## config.mk

```make
export PLATFORM = sky130hd
export DESIGN_NAME = cam_axis_rx
export DESIGN_NICKNAME = d
export VERILOG_FILES = /design/src/rtl/cam_axis_rx.sv
export SDC_FILE = /design/constraint.sdc
export NUM_CORES = 1
export LEC_CHECK = 0
export BUFFER_PORTS_ARGS = -buffer_cell sky130_fd_sc_hd__buf_2
export CORE_AREA = 2 2 151 123
export DETAILED_ROUTE_END_ITERATION = 10
export DIE_AREA = 0 0 153 125
export PLACE_DENSITY = 0.67
export SETUP_SLACK_MARGIN = 0.5
export SLEW_MARGIN = 20
export SYNTH_ARGS = -nofsm -noshare
export SYNTH_HDL_FRONTEND = slang
export SYNTH_SLANG_ARGS = --single-unit
```

## constraint.sdc

```tcl
create_clock -name clk -period 4.42 [get_ports clk]
set_clock_uncertainty 0.2 [all_clocks]
set_input_delay 0.884 -clock clk [delete_from_list [all_inputs] [get_ports clk]]
set_output_delay 0.884 -clock clk [all_outputs]
set_load 0.1 [all_outputs]
```

## src/rtl/cam_axis_rx.sv

```systemverilog
`default_nettype none
// ============================================================================
// Module   : cam_axis_rx
// Purpose  : Frame-aligns a free-running hcount/vcount/pixel camera stream and
//            re-emits it as an AXI4-Stream video master through a small FIFO.
// Revision : 1.0 - initial release
// ============================================================================
module cam_axis_rx #(
    parameter int IMG_WIDTH  = 640,
    parameter int IMG_HEIGHT = 480,
    parameter int DATA_WIDTH = 8,
    parameter int FIFO_DEPTH = 16
) (
    input  logic                          clk,
    input  logic                          n_rst,
    input  logic [$clog2(IMG_WIDTH)-1:0]  hcount,
    input  logic [$clog2(IMG_HEIGHT)-1:0] vcount,
    input  logic [DATA_WIDTH-1:0]         din,
    input  logic                          en,
    output logic [DATA_WIDTH-1:0]         m_axis_tdata,
    output logic                          m_axis_tvalid,
    input  logic                          m_axis_tready,
    output logic                          m_axis_tuser,
    output logic                          m_axis_tlast,
    output logic                          overflow,
    output logic [15:0]                   frame_cnt
);

    localparam int HW = $clog2(IMG_WIDTH);
    localparam int VW = $clog2(IMG_HEIGHT);
    localparam int AW = $clog2(FIFO_DEPTH);
    localparam int EW = DATA_WIDTH + 2;

    localparam logic [HW:0]   H_LIM    = (HW+1)'(IMG_WIDTH);
    localparam logic [VW:0]   V_LIM    = (VW+1)'(IMG_HEIGHT);
    localparam logic [HW-1:0] LAST_COL = HW'(IMG_WIDTH - 1);
    localparam logic [VW-1:0] LAST_ROW = VW'(IMG_HEIGHT - 1);
    localparam logic [AW:0]   FULL_CNT = (AW+1)'(FIFO_DEPTH);

    typedef enum logic [1:0] {
        S_IDLE     = 2'd0,
        S_WAIT_SOF = 2'd1,
        S_STREAM   = 2'd2,
        S_DROP     = 2'd3
    } state_t;

    // ------------------------------------------------------------------
    // Input sample register
    // ------------------------------------------------------------------
    logic [HW-1:0]         h_q;
    logic [VW-1:0]         v_q;
    logic [DATA_WIDTH-1:0] d_q;
    logic                  in_range_q;
    logic                  in_range_d;

    assign in_range_d = ({1'b0, hcount} < H_LIM) && ({1'b0, vcount} < V_LIM);

    always_ff @(posedge clk or negedge n_rst) begin
        if (!n_rst) begin
            h_q        <= '0;
            v_q        <= '0;
            d_q        <= '0;
            in_range_q <= 1'b0;
        end else begin
            h_q        <= hcount;
            v_q        <= vcount;
            d_q        <= din;
            in_range_q <= in_range_d;
        end
    end

    logic w_sof;
    logic w_eol;
    logic w_eof;

    assign w_sof = in_range_q && (h_q == '0) && (v_q == '0);
    assign w_eol = in_range_q && (h_q == LAST_COL);
    assign w_eof = w_eol && (v_q == LAST_ROW);

    // ------------------------------------------------------------------
    // Frame-alignment FSM
    // ------------------------------------------------------------------
    state_t state_q;
    state_t state_d;
    logic   push_try;
    logic   push;
    logic   pop;
    logic   ovf_set;
    logic   frame_inc;
    logic   fifo_full;

    always_ff @(posedge clk or negedge n_rst) begin
        if (!n_rst) begin
            state_q <= S_IDLE;
        end else begin
            state_q <= state_d;
        end
    end

    always_comb begin
        state_d   = state_q;
        push_try  = 1'b0;
        ovf_set   = 1'b0;
        frame_inc = 1'b0;
        case (state_q)
            S_IDLE: begin
                if (en) begin
                    state_d = S_WAIT_SOF;
                end
            end
            S_WAIT_SOF: begin
                if (!en) begin
                    state_d = S_IDLE;
                end else if (w_sof) begin
                    push_try = 1'b1;
                end
            end
            S_STREAM: begin
                push_try = in_range_q;
            end
            S_DROP: begin
                if (w_sof) begin
                    if (en) begin
                        push_try = 1'b1;
                    end else begin
                        state_d = S_IDLE;
                    end
                end
            end
            default: state_d = S_IDLE;
        endcase

        // Full is judged before any same-cycle pop, so a full FIFO always drops.
        if (push_try) begin
            if (fifo_full) begin
                ovf_set = 1'b1;
                state_d = S_DROP;
            end else if (w_eof) begin
                frame_inc = 1'b1;
                state_d   = en ? S_STREAM : S_IDLE;
            end else begin
                state_d = S_STREAM;
            end
        end
    end

    assign push = push_try && !fifo_full;

    // ------------------------------------------------------------------
    // Status
    // ------------------------------------------------------------------
    logic        overflow_q;
    logic [15:0] frame_cnt_q;

    always_ff @(posedge clk or negedge n_rst) begin
        if (!n_rst) begin
            overflow_q  <= 1'b0;
            frame_cnt_q <= '0;
        end else begin
            if (ovf_set) begin
                overflow_q <= 1'b1;
            end
            if (frame_inc) begin
                frame_cnt_q <= frame_cnt_q + 16'd1;
            end
        end
    end

    assign overflow  = overflow_q;
    assign frame_cnt = frame_cnt_q;

    // ------------------------------------------------------------------
    // Output FIFO, first-word fall-through; entry = {tuser, tlast, data}
    // ------------------------------------------------------------------
    logic [EW-1:0] mem_q [FIFO_DEPTH];
    logic [AW-1:0] wr_ptr_q;
    logic [AW-1:0] rd_ptr_q;
    logic [AW:0]   count_q;
    logic [EW-1:0] head;

    assign fifo_full = (count_q == FULL_CNT);
    assign pop       = m_axis_tvalid && m_axis_tready;

    always_ff @(posedge clk) begin
        if (push) begin
            mem_q[wr_ptr_q] <= {w_sof, w_eol, d_q};
        end
    end

    always_ff @(posedge clk or negedge n_rst) begin
        if (!n_rst) begin
            wr_ptr_q <= '0;
            rd_ptr_q <= '0;
            count_q  <= '0;
        end else begin
            if (push) begin
                wr_ptr_q <= wr_ptr_q + AW'(1);
            end
            if (pop) begin
                rd_ptr_q <= rd_ptr_q + AW'(1);
            end
            case ({push, pop})
                2'b10:   count_q <= count_q + (AW+1)'(1);
                2'b01:   count_q <= count_q - (AW+1)'(1);
                default: count_q <= count_q;
            endcase
        end
    end

    // Outputs are masked with tvalid so a reset clears them without clearing memory.
    assign head          = mem_q[rd_ptr_q];
    assign m_axis_tvalid = (count_q != '0);
    assign m_axis_tdata  = m_axis_tvalid ? head[DATA_WIDTH-1:0] : '0;
    assign m_axis_tlast  = m_axis_tvalid && head[DATA_WIDTH];
    assign m_axis_tuser  = m_axis_tvalid && head[DATA_WIDTH+1];

endmodule
`default_nettype wire

```

==> results of run 1 <==
==> flip-flops by register name, summed over array words and instances (netlist names) <==
signal	cells
rd_ptr_q	4
h_q	10
mem_q	160
frame_cnt	16
state_q	2
d_q	8
wr_ptr_q	4
overflow	1
in_range_q	1
count_q	5
v_q	9
==> path summary, 6_finish.rpt <==
kind	from	end	slack, ps	cells after the start
setup / recovery	rd_ptr_q[1]	m_axis_tdata[6]	570	5
hold / removal	overflow	overflow	260	1
setup reg to reg	h_q[0]	count_q[4]	820	15
hold reg to reg	overflow	overflow	260	1
max in group asynchronous	n_rst	d_q[3]	2880	2
min in group asynchronous	n_rst	frame_cnt[12]	320	1
==> routing by layer <==
metal  GRT usage  vias to the layer above  part of all wire
met4     0.05011                        0             0.020
li1            -                     1963                 -
met3     0.03293                       26             0.064
met5           0                        -                 0
met2      0.2920                      119              0.48
met1      0.2617                     2229              0.44
==> area by class of cell <==
| cell class | instances | area [um2] | area share |
|---|---|---|---|
| Sequential cell | 220 | 6307 | 0.6303 |
| Multi-Input combinational cell | 209 | 2260 | 0.2258 |
| Clock buffer | 30 | 590.6 | 0.05901 |
| Timing Repair Buffer | 78 | 447.9 | 0.04476 |
| Tap cell | 230 | 287.8 | 0.02876 |
| Clock inverter | 10 | 83.83 | 0.008377 |
| Inverter | 8 | 30.03 | 0.003001 |
==> stage by stage <==
stage | setup WS (ps) | area (um2) | hold slack (ps) | utilization
global route | 503.3 | 10010 | 260.4 | 0.5628
floorplan | 630.4 | 8673 | 275.6 | -
CTS | 531.6 | 10000 | 263.2 | 0.5626
global placement | 933.2 | 9325 | 250.0 | 0.5244
finish | 569.7 | 10010 | 260.2 | 0.5628
detailed placement | 855.7 | 9325 | 251.7 | 0.5244
==> cell usage in the layout, fill, tap and decap left out, types with 7 or more instances in the layout <==
| cell | synthesis | final |
|---|---|---|
| clkbuf_1 | 15 | 7 |
| xor2_1 | 8 | 8 |
| edfxtp_1 | 160 | 160 |
| ha_1 | 9 | 9 |
| mux4_2 | 50 | 50 |
| dfrtp_1 | 60 | 59 |
| buf_4 | 0 | 19 |
| clkbuf_16 | 0 | 22 |
| inv_1 | 7 | 7 |
| xnor2_1 | 19 | 19 |
| nand4_1 | 7 | 7 |
| and3_1 | 8 | 8 |
| buf_2 | 4 | 58 |
| nor2_1 | 11 | 11 |
| nand2_1 | 16 | 16 |
| nand3_1 | 13 | 13 |
| nor3_1 | 8 | 8 |
| nor2b_1 | 13 | 13 |
==> report_power, final <==
part / switching (mW) / internal [mW] / leakage [nW]
clock: 0.730 / 0.996 / 0.322
sequential: 0.136 / 2.27 / 2.15
combinational: 1.18 / 0.665 / 1.07
total: 2.04 / 3.93 / 3.54
==> repair_timing <==
item | 4_1_cts | 5_1_grt
hold endpoints to repair | 0 | 0
endpoints found under the setup margin | 6 | 5
resized for setup | 1 | 2
hold buffers | 0 | 0
==> cell families after synthesis <==
logic type / synth area share
AOI/OAI and AO/OA: 0.01659
muxes: 0.1337
adders and majority gates: 0.01298
xor gates and xnor gates: 0.02727
buffers and inverters: 0.01313
DFF: 0.7271
and+or+nand+nor: 0.06925
==> metrics.txt, run 1 <==
vias in the first global route 4548; max incr delay on CP 520 ps; drt pass-1 iters 4; core box area 17780 um2; post-CTS setup buffer count 0; Max Cap Viol 0; min-delay worst type reg -> reg; Starting DRT DRC Count 365; nets 579; Detailed Place HPWL 10.55 mm; most frequent cell after synthesis edfxtp_1; GRT overflow 0; Die Y 125 um; crit end category primary output; Rel. slew slack 0.3869; Final Cycle Share 0.8711; H-tree lvl count 1; Crit Path Class reg -> out; buffers added on ports 58; Pwr Density 597.0 nW/um2; CTS tree yes; Synth Net Count 498; layout cells sized above 1 0.3027; Post-route DRC 0; DR vias/cell 5.525; Post-synth top cells edfxtp_1, dfrtp_1, mux4_2; # rows 44; final WL 16.73 mm; mapped cell area 8673 um2; first-pass GRT wire length 26.44 mm; die width 153 um; IO Pins 59; top_reg_cell synth edfxtp_1; starting density of the core 0.4878; # setup viols final 0; status complete, no violations; Setup TNS 0 ps; Slew Viols, Final 0; Antenna diodes 0; crit path time final 3850 ps; CTS root buffer clkbuf_16; Sink Count 220; initial antenna violation count 0; Crit Path Max Fanout 43; Critical Path Start Type register; CP bufs+invs 2; clk buf depth 3; global-route total usage across every layer 0.1819; Synth Register Bits 220; VDD IR max 0.0005405 V; Slowest cell on crit path mux4_2; pin count of the biggest net entering global routing 44; Max Fclk 0.2597 GHz; distinct cell type count after synthesis 42; Die Area 19130 um2; Area contributors post-synth edfxtp_1, dfrtp_1, mux4_2, xnor2_1, ha_1; Syn Inst Count 458; EDFF count, synth 160; DR WL/cell 21.31 um; RSZ-0062 raised after global routing no; crit-path cells buf_4 -> mux4_2 -> mux4_2 -> nor2b_1 -> buf_2; Non-Filler Instances 785; Synth top area share 0.5540; delay-heaviest family, CP multiplexers; via count 4337; total power 5.974 mW; Layout area overhead 15.38%; Avg Inst Size Synth 18.94 um2; Crit path top cell by count mux4_2; sequential share of the synthesized area 0.7271; Fill cells 1357; Critical Path RT 3340 ps; routability cong. 0.7894; synth warn 0; LEAKAGE 3.536 nW; Final ANT Viol Nets 0; post-synth top area cell edfxtp_1; Skew-Pair Late Insertion Delay 500 ps; arrival time at the worst endpoint 2770 ps; FFs w/ async S/R, synth 0.2727; CTS clk-pin slew, worst paths 60 ps; CTS buffer count 22; Final Hold Fails 0; placed cell count 745; worst slew pin tran 919.6 ps
No activity file was read; power rests on OpenSTA's default activity.
==> run 2, diff against run 1 <==
--- a/config.mk
+++ b/config.mk
@@ -6,6 +6,7 @@
 export NUM_CORES = 1
 export LEC_CHECK = 0
 export BUFFER_PORTS_ARGS = -buffer_cell sky130_fd_sc_hd__buf_2
+export CAP_MARGIN = 10
 export CORE_AREA = 2 2 151 123
 export DETAILED_ROUTE_END_ITERATION = 10
 export DIE_AREA = 0 0 153 125
==> constraint.sdc (replaced) <==
create_clock -name clk -period 4.9 [get_ports clk]
set_clock_uncertainty 0.2 [all_clocks]
set_input_delay 0.98 -clock clk [delete_from_list [all_inputs] [get_ports clk]]
set_output_delay 0.98 -clock clk [all_outputs]
set_load 0.1 [all_outputs]
==> metrics.txt, run 2 (same netlist as run 1, synthesis figures left out) <==
Crit path top cell by count mux4_2; Slew Viols, Final 0 (unchanged); commonest non-fill, non-tap cell in the layout edfxtp_1; IO Pins 59 (unchanged); CTS Hold Buffers Added 0 (unchanged); final WL 17.14 mm (+2.5%); drt pass-1 iters 5 (+1); initial antenna violation count 0 (unchanged); starting density of the core 0.4878 (unchanged); Final Hold Fails 0 (unchanged); GR Layer Usage met3 0.03224 (-0.0006932); min-delay worst type reg -> reg; LEAKAGE 3.562 nW (+0.71%); GRT overflow 0 (unchanged); via count 4396 (+1.4%); Die Area 19130 um2 (unchanged); clk buf depth 3 (unchanged); Sink Count 220 (unchanged); post-CTS setup buffer count 0 (unchanged); Top reg by flops mem_q; GR Layer Usage met2 0.3015 (+0.009496); Critical Path Start Type register; # rows 44 (unchanged); Max Fclk 0.2549 GHz; DR vias/cell 5.636 (+2.0%); Non-Filler Instances 780 (-0.64%); CTS root buffer clkbuf_16; Critical Path RT 3720 ps (+380 ps); VDD IR max 0.0004862 V (-10%); post-CTS sizing 0 (-1); worst slew pin tran 1034 ps (+114.6 ps); H-tree lvl count 1 (unchanged); Crit Path Class reg -> out; buffers added on ports 58 (unchanged); most frequent cells in the layout edfxtp_1, dfrtp_1, buf_2; Layout area overhead 15.91%; CTS tree yes; status complete, no violations; crit-path cells buf_4 -> mux4_2 -> mux4_2 -> nor2b_1 -> buf_2; max reg flops 160 (unchanged); Pwr Density 552.5 nW/um2 (-7.4%); arrival time at the worst endpoint 2740 ps (-30 ps); Rel. slew slack 0.3052 (-0.08171); DR WL/cell 21.98 um (+3.2%); RSZ-0062 raised after global routing no; R2R Setup Slk 1340 ps (+520 ps); GR peak layer met2; core box area 17780 um2 (unchanged); Crit Path Max Fanout 43 (unchanged); nets 574 (-0.86%); crit path time final 3923 ps; Detailed Place HPWL 10.45 mm (-0.96%); first-pass GRT wire length 26.61 mm (+0.63%); global-route total usage across every layer 0.1840 (+0.002161); vias in the first global route 4524 (-0.53%); CTS buffer count 22 (unchanged); Post-route DRC 0 (unchanged); pin count of the biggest net entering global routing 44 (unchanged); crit end category primary output; layout cells sized above 1 0.3036 (+0.0009337); die width 153 um (unchanged); Skew-Pair Late Insertion Delay 500 ps (about the same); Setup TNS 0 ps (unchanged); GR Layer Usage met1 0.2672 (+0.005517); placed cell count 740 (-0.67%); Final Cycle Share 0.8006; routability cong. 0.8017 (+1.6%); Max Cap Viol 0 (unchanged); Slowest cell on crit path buf_4; Fill cells 1312 (-3.3%); total power 5.555 mW (-7.0%); max incr delay on CP 520 ps (about the same); CTS clk-pin slew, worst paths 60 ps (about the same); Die Y 125 um (unchanged); Final ANT Viol Nets 0 (unchanged); Antenna diodes 0 (unchanged); Starting DRT DRC Count 361 (-1.1%); Post-Route Utilization 0.5654 (+0.002603); # setup viols final 0 (unchanged)
[run 2: worst paths after layout]
path | depth (start not counted) | from | end
min | 1 | overflow | overflow
max in group asynchronous | 2 | n_rst | rd_ptr_q[0]
max | 5 | rd_ptr_q[1] | m_axis_tdata[6]
max reg2reg | 15 | h_q[0] | count_q[4]
min in group asynchronous | 1 | n_rst | frame_cnt[13]
min reg2reg | 1 | overflow | overflow
[run 2: final cells by class]
class | instances | area (um2) | area share
sequential | 220 | 6307 | 0.6274
tap | 230 | 287.8 | 0.02862
timing repair buffer | 73 | 415.4 | 0.04132
multi-input combinational | 209 | 2260 | 0.2248
clock inverter | 8 | 113.9 | 0.01133
clock buffer | 32 | 639.4 | 0.06360
inverter | 8 | 30.03 | 0.002987
[run 2: metrics by stage]
stage	hold slack (ps)	instance area, um2	setup WS (ps)
floorplan	275.6	8673	1014
detailed placement	249.4	9300	1362
finish	255.5	10050	977.3
global route	282.9	10050	898.5
global placement	250.4	9300	1424
CTS	261.8	10050	940.1
[run 2: metal layers]
layer	vias to the layer above	share of wire
li1	1951	-
met1	2283	0.45
met2	139	0.48
met3	23	0.055
met4	0	0.016
met5	-	0
[run 2: power by group]
group          switching, mW  total [mW]  internal [mW]  leakage, nW
logic                   1.07        1.67          0.600         1.04
clock network          0.651        1.71           1.06        0.372
registers              0.125        2.17           2.05         2.15
total                   1.84        5.55           3.71         3.56
[run 2: critical path: cells and delay by family, from the launching register on]
family                 cells  cell delay (ps)
buffers and inverters      2              820
DFF                        1              330
and+or+nand+nor            1              170
muxes                      2              910
==> run 3, diff against run 2 <==
--- a/config.mk
+++ b/config.mk
@@ -5,11 +5,12 @@
 export SDC_FILE = /design/constraint.sdc
 export NUM_CORES = 1
 export LEC_CHECK = 0
+export ABC_AREA = 1
 export BUFFER_PORTS_ARGS = -buffer_cell sky130_fd_sc_hd__buf_2
 export CAP_MARGIN = 10
-export CORE_AREA = 2 2 151 123
+export CORE_AREA = 2 2 154 126
 export DETAILED_ROUTE_END_ITERATION = 10
-export DIE_AREA = 0 0 153 125
+export DIE_AREA = 0 0 156 128
 export PLACE_DENSITY = 0.67
 export SETUP_SLACK_MARGIN = 0.5
 export SLEW_MARGIN = 20
==> constraint.sdc (replaced) <==
create_clock -name clk -period 4.05 [get_ports clk]
set_clock_uncertainty 0.2 [all_clocks]
set_input_delay 0.81 -clock clk [delete_from_list [all_inputs] [get_ports clk]]
set_output_delay 0.81 -clock clk [all_outputs]
set_load 0.1 [all_outputs]
==> metrics.txt, run 3 <==
status complete, no violations; via count 6258 (+42%); starting density of the core 0.4902 (+0.002415); Top reg by flops mem_q; max incr delay on CP 480 ps (-40 ps); VDD IR max 0.0007053 V (+45%); final instance area 10660 um2 (+6.0%); post-synth top area cell edfxtp_1; # rows 45 (+2.3%); synth warn 0 (unchanged); crit path time final 3441 ps; FFs w/ async S/R, synth 0.2727 (unchanged); LEAKAGE 4.074 nW (+14%); max reg flops 160 (unchanged); CTS root buffer clkbuf_16; first-pass GRT wire length 32.91 mm (+24%); Setup TNS 0 ps (unchanged); main combinational cell family by area after synthesis simple AND/OR/NAND/NOR gates; Synth top area share 0.5291 (-0.02481); Simple-Gate Fraction of Synth Area 0.1378 (+0.06855); RSZ-0062 raised after global routing no; distinct cell type count after synthesis 36 (-14%); Syn Inst Count 765 (+67%); xor/xnor share of the synthesized area 0.02398 (-0.003288); CTS clk-pin slew, worst paths 60 ps (about the same); Final Cycle Share 0.8495; most frequent cell after synthesis edfxtp_1; Final Hold Fails 0 (unchanged); Post-synth top cells edfxtp_1, nor2_1, o21ai_0; sequential standard cell area 6309 um2 (about the same); Max Fclk 0.2906 GHz; Sink Count 220 (unchanged); Post-route DRC 0 (unchanged); Pwr Density 750.1 nW/um2 (+36%); Area contributors post-synth edfxtp_1, dfrtp_1, nor2_1, o21ai_0, nand2_1; adder-cell share of the synthesized area 0.01240 (-0.0005814); buffers added on ports 58 (unchanged); sequential share of the synthesized area 0.6945 (-0.03256); top_reg_cell synth edfxtp_1; EDFF count, synth 160 (unchanged); commonest non-fill, non-tap cell in the layout edfxtp_1; Fill cells 1469 (+12%); # setup viols final 0 (unchanged); pin count of the biggest net entering global routing 84 (+91%); vias in the first global route 6159 (+36%); Max Cap Viol 0 (unchanged); core box area 18520 um2 (+4.2%); clk buf depth 3 (unchanged); arrival time at the worst endpoint 2430 ps (-310 ps); Slew Viols, Final 0 (unchanged); Critical Path RT 3040 ps (-680 ps); Detailed Place HPWL 12.96 mm (+24%); CTS buffer count 23 (+4.5%); die width 156 um (+2.0%); Skew-Pair Late Insertion Delay 500 ps (about the same); crit-path cells inv_1 -> buf_8 -> o21ai_0 -> o22ai_1 -> nor2_1 -> nor2_1 -> o21ai_0 -> a21oi_2 -> buf_12; DR vias/cell 5.720 (+1.5%); initial antenna violation count 0 (unchanged); global-route total usage across every layer 0.2126 (+0.02858); Synth Net Count 805 (+62%); Die Y 128 um (+2.4%); drt pass-1 iters 7 (+2); Crit Path Max Fanout 28 (-35%); CP bufs+invs 3 (+1); multi-input logic area 2541 um2 (+12%); Slowest cell on crit path dfrtp_2; Starting DRT DRC Count 774 (+110%); Antenna diodes 0 (unchanged); Rel. slew slack 0.4553 (+0.1501); Post-DP Area 9811 um2 (+5.5%); min-delay worst type in -> async; nets 883 (+54%); H-tree lvl count 1 (unchanged); Final ANT Viol Nets 0 (unchanged); CTS tree yes; IO Pins 59 (unchanged); layout cells sized above 1 0.1839 (-0.1197); final WL 20.93 mm (+22%); R2R Setup Slk 840 ps (-500 ps); GRT overflow 0 (unchanged); most frequent cells in the layout edfxtp_1, nor2_1, o21ai_0; Die Area 19970 um2 (+4.4%); mapped cell area 9080 um2 (+4.7%); post-synthesis mux area share 0 (-0.1337); DR WL/cell 19.13 um (-13%); Avg Inst Size Synth 11.87 um2 (-37%); crit end category primary output; routability cong. 0.8935 (+11%); Compound-Gate Fraction of Synth Area 0.1006 (+0.08400); Layout area overhead 17.39%; worst slew pin tran 817.0 ps (-217.2 ps); Crit Path Class reg -> out; Critical Path Start Type register; Synth Register Bits 220 (unchanged); delay-heaviest family, CP compound AO/OA/AOI/OAI gates
[run 3: layer usage]
metal / part of all wire / track usage
met4: 0.022 / 0.05451
met3: 0.076 / 0.03820
met1: 0.43 / 0.2992
met2: 0.47 / 0.3467
met5: 0 / 0
[run 3: final timing paths]
kind | from | end | depth (start not counted)
min in group clk | vcount[0] | v_q[0] | 1
max | rd_ptr_q[1] | m_axis_tlast | 9
max reg2reg | count_q[2] | count_q[4] | 16
min reg2reg | overflow | overflow | 2
min | n_rst | frame_cnt[13] | 1
max in group asynchronous | n_rst | rd_ptr_q[1] | 2
[run 3: logic make-up (layout without fill, tap and decap cells)]
group | after synthesis | after routing
compound gates | 152 | 152
buf+inv | 67 | 161
xor+xnor | 24 | 24
simple gates | 293 | 293
fa+ha+maj | 9 | 9
flops | 220 | 220
[run 3: area by class of cell]
cell class / count / area share
timing repair buffer: 90 / 0.06104
sequential: 220 / 0.5919
inverter: 30 / 0.01103
clock buffer: 33 / 0.06139
clock inverter: 8 / 0.008686
multi-input combinational: 478 / 0.2384
tap: 235 / 0.02759
[run 3: metrics by stage]
| step | cells | hold WS, ps | worst slack (ps) | power [mW] | util |
|---|---|---|---|---|---|
| final | 1094 | 205.1 | 609.4 | 7.995 | 0.5754 |
| after floorplan | 765 | 294.0 | 916.7 | 4.996 | - |
| after CTS | 1090 | 198.6 | 503.3 | 7.907 | 0.5713 |
| after global routing | 1094 | 200.8 | 521.8 | 8.360 | 0.5754 |
| after global placement | 1049 | 266.9 | 877.5 | 5.684 | 0.5296 |
| after detailed placement | 1049 | 264.7 | 704.8 | 5.787 | 0.5296 |
[run 3: power by group]
part | switching (mW) | internal (mW)
clock network | 0.815 | 1.25
logic | 2.26 | 0.931
registers | 0.152 | 2.59
total | 3.22 | 4.77
[run 3: timing repair]
action | in CTS | in global routing
hold endpoints to repair | 0 | 0
gates resized for setup | 10 | 8
endpoints found under the setup margin | 10 | 10
gates cloned | 0 | 1
hold buffers | 0 | 0
pin swaps | 0 | 2
buffers inserted | 0 | 3
